`src/rtl/fetch_pkg.sv`:
```
// Shared types and constants for the instruction fetch sequencer.
package fetch_pkg;

  typedef enum logic [2:0] {
    IDLE    = 3'd0,
    REQ     = 3'd1,
    WAIT    = 3'd2,
    HOLD    = 3'd3,
    DISCARD = 3'd4
  } fetch_state_t;

  localparam logic [31:0] PC_INC     = 32'd4;
  localparam logic [31:0] ALIGN_MASK = 32'hFFFF_FFFC;

endpackage

```
`src/rtl/fetch_timeout_ctr.sv`:
```
// Response timeout counter: counts enabled cycles and pulses expire on the
// last one, then restarts from zero.
module fetch_timeout_ctr #(
  parameter int TIMEOUT_CYC = 16,
  parameter int TO_W        = 5
) (
  input  logic clk,
  input  logic rst_n,
  input  logic clear,
  input  logic enable,
  output logic expire
);

  localparam logic [TO_W-1:0] LAST = TO_W'(TIMEOUT_CYC - 1);

  logic [TO_W-1:0] cnt_q;
  logic [TO_W-1:0] cnt_d;

  always_comb begin
    expire = enable && (cnt_q == LAST);
    cnt_d  = cnt_q;
    if (clear || expire) begin
      cnt_d = '0;
    end else if (enable) begin
      cnt_d = cnt_q + TO_W'(1);
    end
  end

  always_ff @(posedge clk or negedge rst_n) begin
    if (!rst_n) begin
      cnt_q <= '0;
    end else begin
      cnt_q <= cnt_d;
    end
  end

endmodule

```
`src/rtl/fetch_seq_ctrl.sv`:
```
// Instruction fetch sequencer: owns the PC, issues one imem request at a time,
// buffers the returned word for decode and applies execute-stage redirects.
// imem handshake: imem_req is held until imem_gnt; exactly one imem_rvalid
// follows each grant. Decode handshake: instr is transferred on a cycle where
// instr_valid and instr_ready are both high; instr/instr_pc hold until then.
module fetch_seq_ctrl
  import fetch_pkg::*;
#(
  parameter logic [31:0] RESET_PC    = 32'h0000_0000,
  parameter int          TIMEOUT_CYC = 16,
  parameter int          TO_W        = 5
) (
  input  logic         clk,
  input  logic         rst_n,
  output logic         imem_req,
  output logic [31:0]  imem_addr,
  input  logic         imem_gnt,
  input  logic         imem_rvalid,
  input  logic [31:0]  imem_rdata,
  output logic         instr_valid,
  output logic [31:0]  instr,
  output logic [31:0]  instr_pc,
  input  logic         instr_ready,
  input  logic         ex_valid,
  input  logic         is_branch,
  input  logic         is_jump,
  input  logic         br_true,
  input  logic [31:0]  target_addr,
  output logic         fetch_err,
  output logic         misalign_err,
  output fetch_state_t dbg_state
);

  fetch_state_t state_q, state_d;
  logic [31:0]  pc_q, pc_d;
  logic         instr_valid_q, instr_valid_d;
  logic [31:0]  instr_q, instr_d;
  logic [31:0]  instr_pc_q, instr_pc_d;
  logic         fetch_err_q, fetch_err_d;
  logic         misalign_err_q, misalign_err_d;

  logic redirect;
  logic waiting;
  logic to_clear;
  logic to_expire;

  assign redirect = ex_valid && (is_jump || (is_branch && br_true));
  assign waiting  = (state_q == WAIT) || (state_q == DISCARD);
  // WAIT -> DISCARD restarts the timeout window for the stale response.
  assign to_clear = !waiting || ((state_q == WAIT) && !imem_rvalid && redirect);

  fetch_timeout_ctr #(
    .TIMEOUT_CYC(TIMEOUT_CYC),
    .TO_W       (TO_W)
  ) u_timeout (
    .clk   (clk),
    .rst_n (rst_n),
    .clear (to_clear),
    .enable(waiting && !imem_rvalid),
    .expire(to_expire)
  );

  always_ff @(posedge clk or negedge rst_n) begin
    if (!rst_n) begin
      state_q <= IDLE;
    end else begin
      state_q <= state_d;
    end
  end

  always_comb begin
    state_d = state_q;
    case (state_q)
      IDLE: state_d = REQ;
      REQ: begin
        if (imem_gnt) state_d = redirect ? DISCARD : WAIT;
      end
      WAIT: begin
        if (to_expire)        state_d = REQ;
        else if (imem_rvalid) state_d = redirect ? REQ : HOLD;
        else if (redirect)    state_d = DISCARD;
      end
      HOLD: begin
        if (redirect || instr_ready) state_d = REQ;
      end
      DISCARD: begin
        if (imem_rvalid || to_expire) state_d = REQ;
      end
      default: state_d = IDLE;
    endcase
  end

  // Datapath next values; a redirect overrides the PC in every state.
  always_comb begin
    pc_d           = pc_q;
    instr_valid_d  = instr_valid_q;
    instr_d        = instr_q;
    instr_pc_d     = instr_pc_q;
    fetch_err_d    = to_expire;
    misalign_err_d = redirect && (target_addr[1:0] != 2'b00);
    if ((state_q == WAIT) && imem_rvalid && !redirect) begin
      instr_d       = imem_rdata;
      instr_pc_d    = pc_q;
      instr_valid_d = 1'b1;
      pc_d          = pc_q + PC_INC;
    end
    if ((state_q == HOLD) && (redirect || instr_ready)) begin
      instr_valid_d = 1'b0;
    end
    if (redirect) begin
      pc_d = target_addr & ALIGN_MASK;
    end
  end

  always_ff @(posedge clk or negedge rst_n) begin
    if (!rst_n) begin
      pc_q           <= RESET_PC;
      instr_valid_q  <= 1'b0;
      instr_q        <= '0;
      instr_pc_q     <= '0;
      fetch_err_q    <= 1'b0;
      misalign_err_q <= 1'b0;
    end else begin
      pc_q           <= pc_d;
      instr_valid_q  <= instr_valid_d;
      instr_q        <= instr_d;
      instr_pc_q     <= instr_pc_d;
      fetch_err_q    <= fetch_err_d;
      misalign_err_q <= misalign_err_d;
    end
  end

  always_comb begin
    imem_req     = (state_q == REQ);
    imem_addr    = pc_q;
    instr_valid  = instr_valid_q;
    instr        = instr_q;
    instr_pc     = instr_pc_q;
    fetch_err    = fetch_err_q;
    misalign_err = misalign_err_q;
    dbg_state    = state_q;
  end

endmodule
```
`config.mk`:
```
export PLATFORM = sky130hd
export DESIGN_NAME = fetch_seq_ctrl
export DESIGN_NICKNAME = d
export VERILOG_FILES = /design/src/rtl/fetch_pkg.sv /design/src/rtl/fetch_timeout_ctr.sv /design/src/rtl/fetch_seq_ctrl.sv
export SDC_FILE = /design/constraint.sdc
export NUM_CORES = 1
export LEC_CHECK = 0
export ABC_AREA = 1
export CORE_AREA = 2 2 113 115
export CTS_BUF_LIST = sky130_fd_sc_hd__clkbuf_4 sky130_fd_sc_hd__clkbuf_8
export DETAILED_ROUTE_END_ITERATION = 10
export DIE_AREA = 0 0 115 117
export PLACE_DENSITY = 0.79
export SYNTH_ARGS = -nofsm -noshare
export SYNTH_HDL_FRONTEND = slang
export SYNTH_SLANG_ARGS = --single-unit
```
`constraint.sdc`:
```
create_clock -name clk -period 1.4 [get_ports clk]
set_input_delay 0.14 -clock clk [delete_from_list [all_inputs] [get_ports clk]]
set_output_delay 0.14 -clock clk [all_outputs]
set_load 0.1 [all_outputs]
```
==> flow_metrics.py, run 1 <==
metrics = {
    "sta": {
        "setup_slack_ns": -0.2284,
        "final.min_clock_period_ns": 1.628,
        "finalCritPeriodShare_pct": 116.3,
        "slew_viol_final": 0,
        "hold_viol": 0,
        "skew_ns": 0.01471,
        "finalSetupViolations": 99,
        "rsz0062_at_grt": "yes",
        "fmaxAchievable_mhz": 614.1,
    },
    "placed_design": {
        "dp_slack_ns": -0.2992,
        "hpwl_um": 12140,
        "portBuffers": 171,
        "gp_congestion": 0.8854,
        "place_area_um2": 8847,
    },
    "detailed_routing": {
        "drt-met1-wl_um": 7040,
        "dr.pass1.iters": 5,
        "drt_iter0_drc": 389,
        "wl_met3_um": 1232,
        "routed_wl_um": 18050,
        "wl_met2_um": 9085,
        "via_count": 5585,
        "remaining_drc_errors": 0,
        "drt-wirelength-per-cell_um": 16.90,
        "top_layer": "met4",
        "ant_nets": 0,
        "drt-vias-per-instance": 5.229,
    },
    "final_layout": {
        "antenna_cells": 0,
        "drive_gt1_share_pct": 36.27,
        "utilization_pct": 77.35,
        "final_nets": 989,
        "syn_to_final_growth_pct": 85.50,
        "stdcell_area_um2": 9523,
    },
    "setup_path": {
        "worst_setup_path_start_kind": "flip-flop",
        "critPathMaxFanout": 22,
        "cp.required_ns": 1.71,
        "crit_start": "dbg_state[1]",
        "worstPathCellList": "buf_6 > nand3_4 > nor2_4 > nand2_8 > buf_12 > nor2_2 > nand3_1 > nand3b_1",
        "slowest_stage": "dfrtp_4",
        "cpPeakStageDelay_ns": 0.48,
        "end_kind": "flip-flop",
        "path_class": "reg -> reg",
        "reg2reg_from": "dbg_state[1]",
        "cp_data_arrival_time_ns": 1.94,
    },
    "cts": {
        "cts_buffers": 9,
        "cts_max_path_buffers": 2,
        "cts-root-buf": "clkbuf_8",
        "cts_sinks": 103,
        "clkLatencyLatePin_ns": 0.39,
        "path_clk_slew_ns": 0.11,
        "cts_tree": "done",
        "h-tree-depth": 3,
    },
    "logic_synthesis": {
        "ys_seq_elements": 103,
        "synthTopCellsByCount": "236 x nand2_1, 103 x dfrtp_1, 85 x nor2_1",
        "ys.warnings.count": 0,
        "seq_area_frac_synth_pct": 50.21,
        "synth_top_area_cell": "dfrtp_1",
        "synthFlopType": "dfrtp_1",
        "syn_area_um2": 5134,
        "postSynthAreaPerCell_um2": 7.790,
        "synth_most_common_cell": "nand2_1",
        "synth.distinct_cells": 34,
        "synth.area.top_cells": "dfrtp_1 50%, nand2_1 17%, nor2_1 6.2%",
        "syn_inst": 659,
        "synth_edf_count": 0,
        "synth_top_cell_area_share_pct": 50.21,
        "async_flop_share_pct": 100.0,
    },
    "die": {
        "chipHeight_um": 117,
        "fp.dieW_um": 115,
        "die_area_um2": 13460,
        "rows": 41,
        "num_io_pins": 176,
        "core_area_um2": 12310,
        "start_util_pct": 41.70,
    },
    "hold_path": {
        "hold_path_class": "in -> async",
    },
    "global_routing": {
        "grtUsageTotal_pct": 25.88,
        "grt_max_degree": 31,
        "grt_antenna_before_repair": 0,
        "grt_pass1_vias": 5385,
        "grt_pass1_wl_um": 27040,
        "overflow": 0,
    },
    "run_status": {
        "outcome": "finished with violations",
        "violations": "setup timing",
    },
    "run": {
        "cap_violations": 0,
    },
}
[path summary, 6_finish.rpt]
| check | end | slack (ns) | cells after the start |
|---|---|---|---|
| max | imem_addr[21] | -0.23 | 8 |
| min | instr[7] | 0.21 | 2 |
| max reg2reg | imem_addr[21] | -0.23 | 8 |
| min reg2reg | instr[13] | 0.54 | 2 |
| max in group asynchronous | imem_addr[16] | 0.64 | 3 |
| min in group clk | instr[3] | 0.26 | 3 |
[registers in the layout, summed over array words and instances, names as in the netlist]
register and cells:
imem_addr 30, instr_valid 1, misalign_err 1, instr_pc 30, fetch_err 1, dbg_state 3, u_timeout.cnt_q 5, instr 32
[per-layer routing]
metal,GRT usage (%),vias up
li1,-,2589
met4,11.41,0
met1,32.21,2679
met2,44.12,257
met3,4.995,60
met5,0,-
[logic make-up (layout without fill, tap and decap cells)]
kind of cell	Yosys count	after routing	share of synthesized area [%]
xor+xnor	5	5	0.8532
flops	103	103	50.21
simple gates	405	405	34.63
other cells	1	4	0.07305
fa+ha+maj	3	3	0.7313
buf+inv	84	340	7.239
compound gates	58	58	6.264
[through the flow]
stage | setup TNS, ns | hold WS, ns | std cells
2_1_floorplan | -14.41 | -0.1556 | 662
3_3_place_gp | -13.47 | 0.08608 | 1032
3_5_place_dp | -19.60 | 0.09269 | 1032
4_1_cts | -10.40 | 0.2042 | 1064
5_1_grt | -15.58 | 0.2274 | 1068
6_report | -10.55 | 0.2138 | 1068
[cell type report]
class,count,area (um2)
inverters,58,241.5
multi-input cells,475,2560
repair buffers,265,3695
clock buffers,11,138.9
fillers,766,2789
flip-flops and latches,103,2658
clock inverters,5,36.28
well taps,150,187.7
repair inverters,1,6.256
[cells in the final DEF (no fill, tap or decap), types with 11 or more instances in the layout]
| cell type | n |
|---|---|
| nor2_2 | 15 |
| nand3b_1 | 11 |
| nor2_4 | 16 |
| nor2_1 | 63 |
| nand3_1 | 28 |
| o21ai_1 | 23 |
| buf_4 | 66 |
| dfrtp_4 | 16 |
| clkdlybuf4s50_1 | 71 |
| dfrtp_1 | 71 |
| buf_12 | 115 |
| dfrtp_2 | 16 |
| inv_1 | 47 |
| nand2_1 | 222 |
[what timing repair did]
action                                  in CTS  in global routing
pin swaps                                   14                  8
buffers inserted                            12                  4
endpoints found under the setup margin      89                104
gates cloned                                 3                  0
endpoints found under the hold margin       35                  0
hold buffers                                 1                  0
resized for setup                           36                 43
[worst max-delay path: cells and delay by family (launching register included)]
| family | cells | cell delay (ns) |
|---|---|---|
| and+or+nand+nor | 6 | 0.74 |
| DFF | 1 | 0.48 |
| buffers and inverters | 2 | 0.32 |
Power of run 1 is not shown: default switching activity piles up to over one toggle a cycle in this logic, so the estimate is an artifact.
==> run 2, diff against run 1 <==
Settings changed: CELL_PAD_IN_SITES_DETAIL_PLACEMENT from default to 1, CELL_PAD_IN_SITES_GLOBAL_PLACEMENT from default to 1, CORE_AREA 2 2 113 115 to 2 2 134 136, DIE_AREA 0 0 115 117 to 0 0 136 138.
==> run 2 against run 1 <==
Against the previous run: the run still ends with setup timing left; wire length up 33%; count of clock-buffer cells in the layout down 1; clock skew up 0.00079 ns; maximum frequency down 1.6%; utilization down 19 points; largest cell class unchanged.
==> flow_metrics.py, run 2 (synthesis results as in run 1) <==
metrics = {
    "run_status": {
        "outcome": "finished with violations",
        "violations": "setup timing",
    },
    "final_layout": {
        "antenna_cells": 0,
        "largest_register_ffs": 32,
        "fill_cells": 1894,
        "drive_gt1_share_pct": 43.38,
        "final_nets": 1007,
        "layout_commonest_cell": "nand2_1",
        "utilization_pct": 58.41,
        "syn_to_final_growth_pct": 99.49,
        "multi_input_area_um2": 2910,
        "final_cell_mix": "186 x nand2_1, 113 x buf_12, 71 x dfrtp_1, 71 x clkdlybuf4s50_1, 68 x buf_4",
        "seqCellArea_um2": 2658,
    },
    "sta": {
        "rsz0062_at_grt": "yes",
        "hold_viol": 0,
        "fmaxAchievable_mhz": 604.3,
        "skew_ns": 0.01550,
        "final.min_clock_period_ns": 1.655,
        "whs_ns": 0.2136,
        "finalCritPeriodShare_pct": 118.2,
        "setup_slack_ns": -0.2548,
        "finalSetupTns_ns": -12.57,
        "slew_viol_final": 0,
        "finalSetupViolations": 105,
    },
    "setup_path": {
        "cp.required_ns": 1.75,
        "critPathBufInv": 3,
        "cpPeakStageDelay_ns": 0.50,
        "worstPathCellList": "buf_6 > nand2_4 > nor2_4 > nand2_4 > buf_4 > buf_4 > a21oi_4 > nand3_2 > nand2_1",
        "critical-path-top-delay-family": "flip-flops",
        "cp_data_arrival_time_ns": 2.00,
        "worst_setup_path_start_kind": "flip-flop",
        "critPathMaxFanout": 4,
        "end_kind": "flip-flop",
        "path_class": "reg -> reg",
        "slowest_stage": "dfrtp_4",
    },
    "placed_design": {
        "portBuffers": 171,
        "hpwl_um": 14690,
        "gp_congestion": 0.8648,
    },
    "detailed_routing": {
        "drt-vias-per-instance": 4.952,
        "routed_wl_um": 23970,
        "via_count": 5769,
        "remaining_drc_errors": 0,
        "drt_iter0_drc": 263,
        "ant_nets": 0,
        "dr.pass1.iters": 4,
        "drt-wirelength-per-cell_um": 20.57,
    },
    "die": {
        "rows": 49,
        "start_util_pct": 29.28,
        "fp.dieW_um": 136,
        "chipHeight_um": 138,
        "die_area_um2": 18770,
        "num_io_pins": 176,
        "core_area_um2": 17530,
    },
    "global_routing": {
        "overflow": 0,
        "grtUsageTotal_pct": 24.20,
        "grt_pass1_vias": 6411,
        "grt_max_degree": 35,
        "grt_pass1_wl_um": 35440,
        "grt_antenna_before_repair": 1,
    },
    "run": {
        "cap_violations": 0,
    },
    "cts": {
        "h-tree-depth": 3,
        "cts_sinks": 103,
        "cts_max_path_buffers": 2,
        "cts_buffers": 9,
        "path_clk_slew_ns": 0.11,
        "cts-root-buf": "clkbuf_8",
        "clkLatencyLatePin_ns": 0.40,
        "cts_tree": "done",
    },
    "power_and_ir_drop": {
        "leakage_nw": 4.607,
        "power_density_nw_per_um2": 2708,
        "p_clk_share_pct": 8.0,
        "p_int_mw": 12.35,
        "p_sw_mw": 15.38,
        "pwr-share-seq_pct": 21.1,
        "ir_worst_vdd_uv": 1946,
        "p_comb_share_pct": 70.8,
        "power.total_mw": 27.73,
        "switching_share_pct": 55.48,
    },
    "hold_path": {
        "hold_path_class": "in -> async",
    },
}
[run 2: changes by cell type in the layout (fill, tap and decap cells not counted), moves of 4 or more]
cell     delta
nand2_1    -36
nand2_2    +24
buf_6      +16
nand2_4    +11
nor2_2      -8
o21ai_2     +8
nor2_4      +7
o21ai_0     -6
a21oi_1     -4
nand3_1     -4
nand3_4     +4
[run 2: per-stage QoR]
step	worst slack [ns]	instance area (um2)	instances
floorplan	-0.2564	5488	662
global placement	-0.2269	8964	1115
detailed placement	-0.3401	8964	1115
CTS	-0.2042	9824	1151
global route	-0.3187	10240	1165
finish	-0.2548	10240	1165
[run 2: final cells by class]
cell class                      instances  share of cell area [%]
Timing Repair Buffer                  284                   38.23
Multi-Input combinational cell        475                   28.42
Clock buffer                           10                   1.283
Inverter                               58                   2.431
Tap cell                              229                   2.798
Sequential cell                       103                   25.95
Clock inverter                          6                  0.8919
[run 2: repair_timing]
action	4_1_cts	5_1_grt
setup endpoints to repair	108	113
pin swaps	28	35
hold buffers	1	0
hold endpoints to repair	27	0
gates resized for setup	109	87
gates cloned	4	0
buffers inserted	15	18
[run 2: power by group through the flow]
| stage | Combinational (mW) | Sequential, mW | Clock [mW] |
|---|---|---|---|
| 3_5_place_dp | 18.0 | 5.74 | 0 |
| 3_3_place_gp | 17.7 | 5.64 | 0 |
| 5_1_grt | 20.3 | 6.01 | 2.40 |
| 6_report | 19.6 | 5.86 | 2.23 |
| 2_1_floorplan | 2.38 | 13.7 | 0 |
| 4_1_cts | 18.8 | 5.74 | 2.25 |
[run 2: metal layers]
metal	vias up	track usage, %	routed length (um)
met2	211	43.06	12520
met4	2	10.31	1132
met5	-	0	13
met1	2850	28.03	9007
met3	81	4.694	1289
li1	2625	-	-
[run 2: path summary, 6_finish.rpt]
check	end	depth (start not counted)	start	slack (ns)
max	dbg_state[1]	9	dbg_state[1]	-0.25
min	instr[31]	2	rst_n	0.21
max in group asynchronous	imem_addr[9]	3	rst_n	0.61
min in group clk	instr[10]	3	imem_rdata[10]	0.26
max reg2reg	dbg_state[1]	9	dbg_state[1]	-0.25
min reg2reg	instr[11]	2	instr[11]	0.55
[run 2: worst register-to-register path: cells and delay by family (launching register included)]
family	cells	cell delay [ns]
buffers and inverters	3	0.41
AO/OA/AOI/OAI	1	0.17
flip-flops	1	0.50
AND/OR/NAND/NOR	5	0.51
No activity file was read; power rests on OpenSTA's default activity.
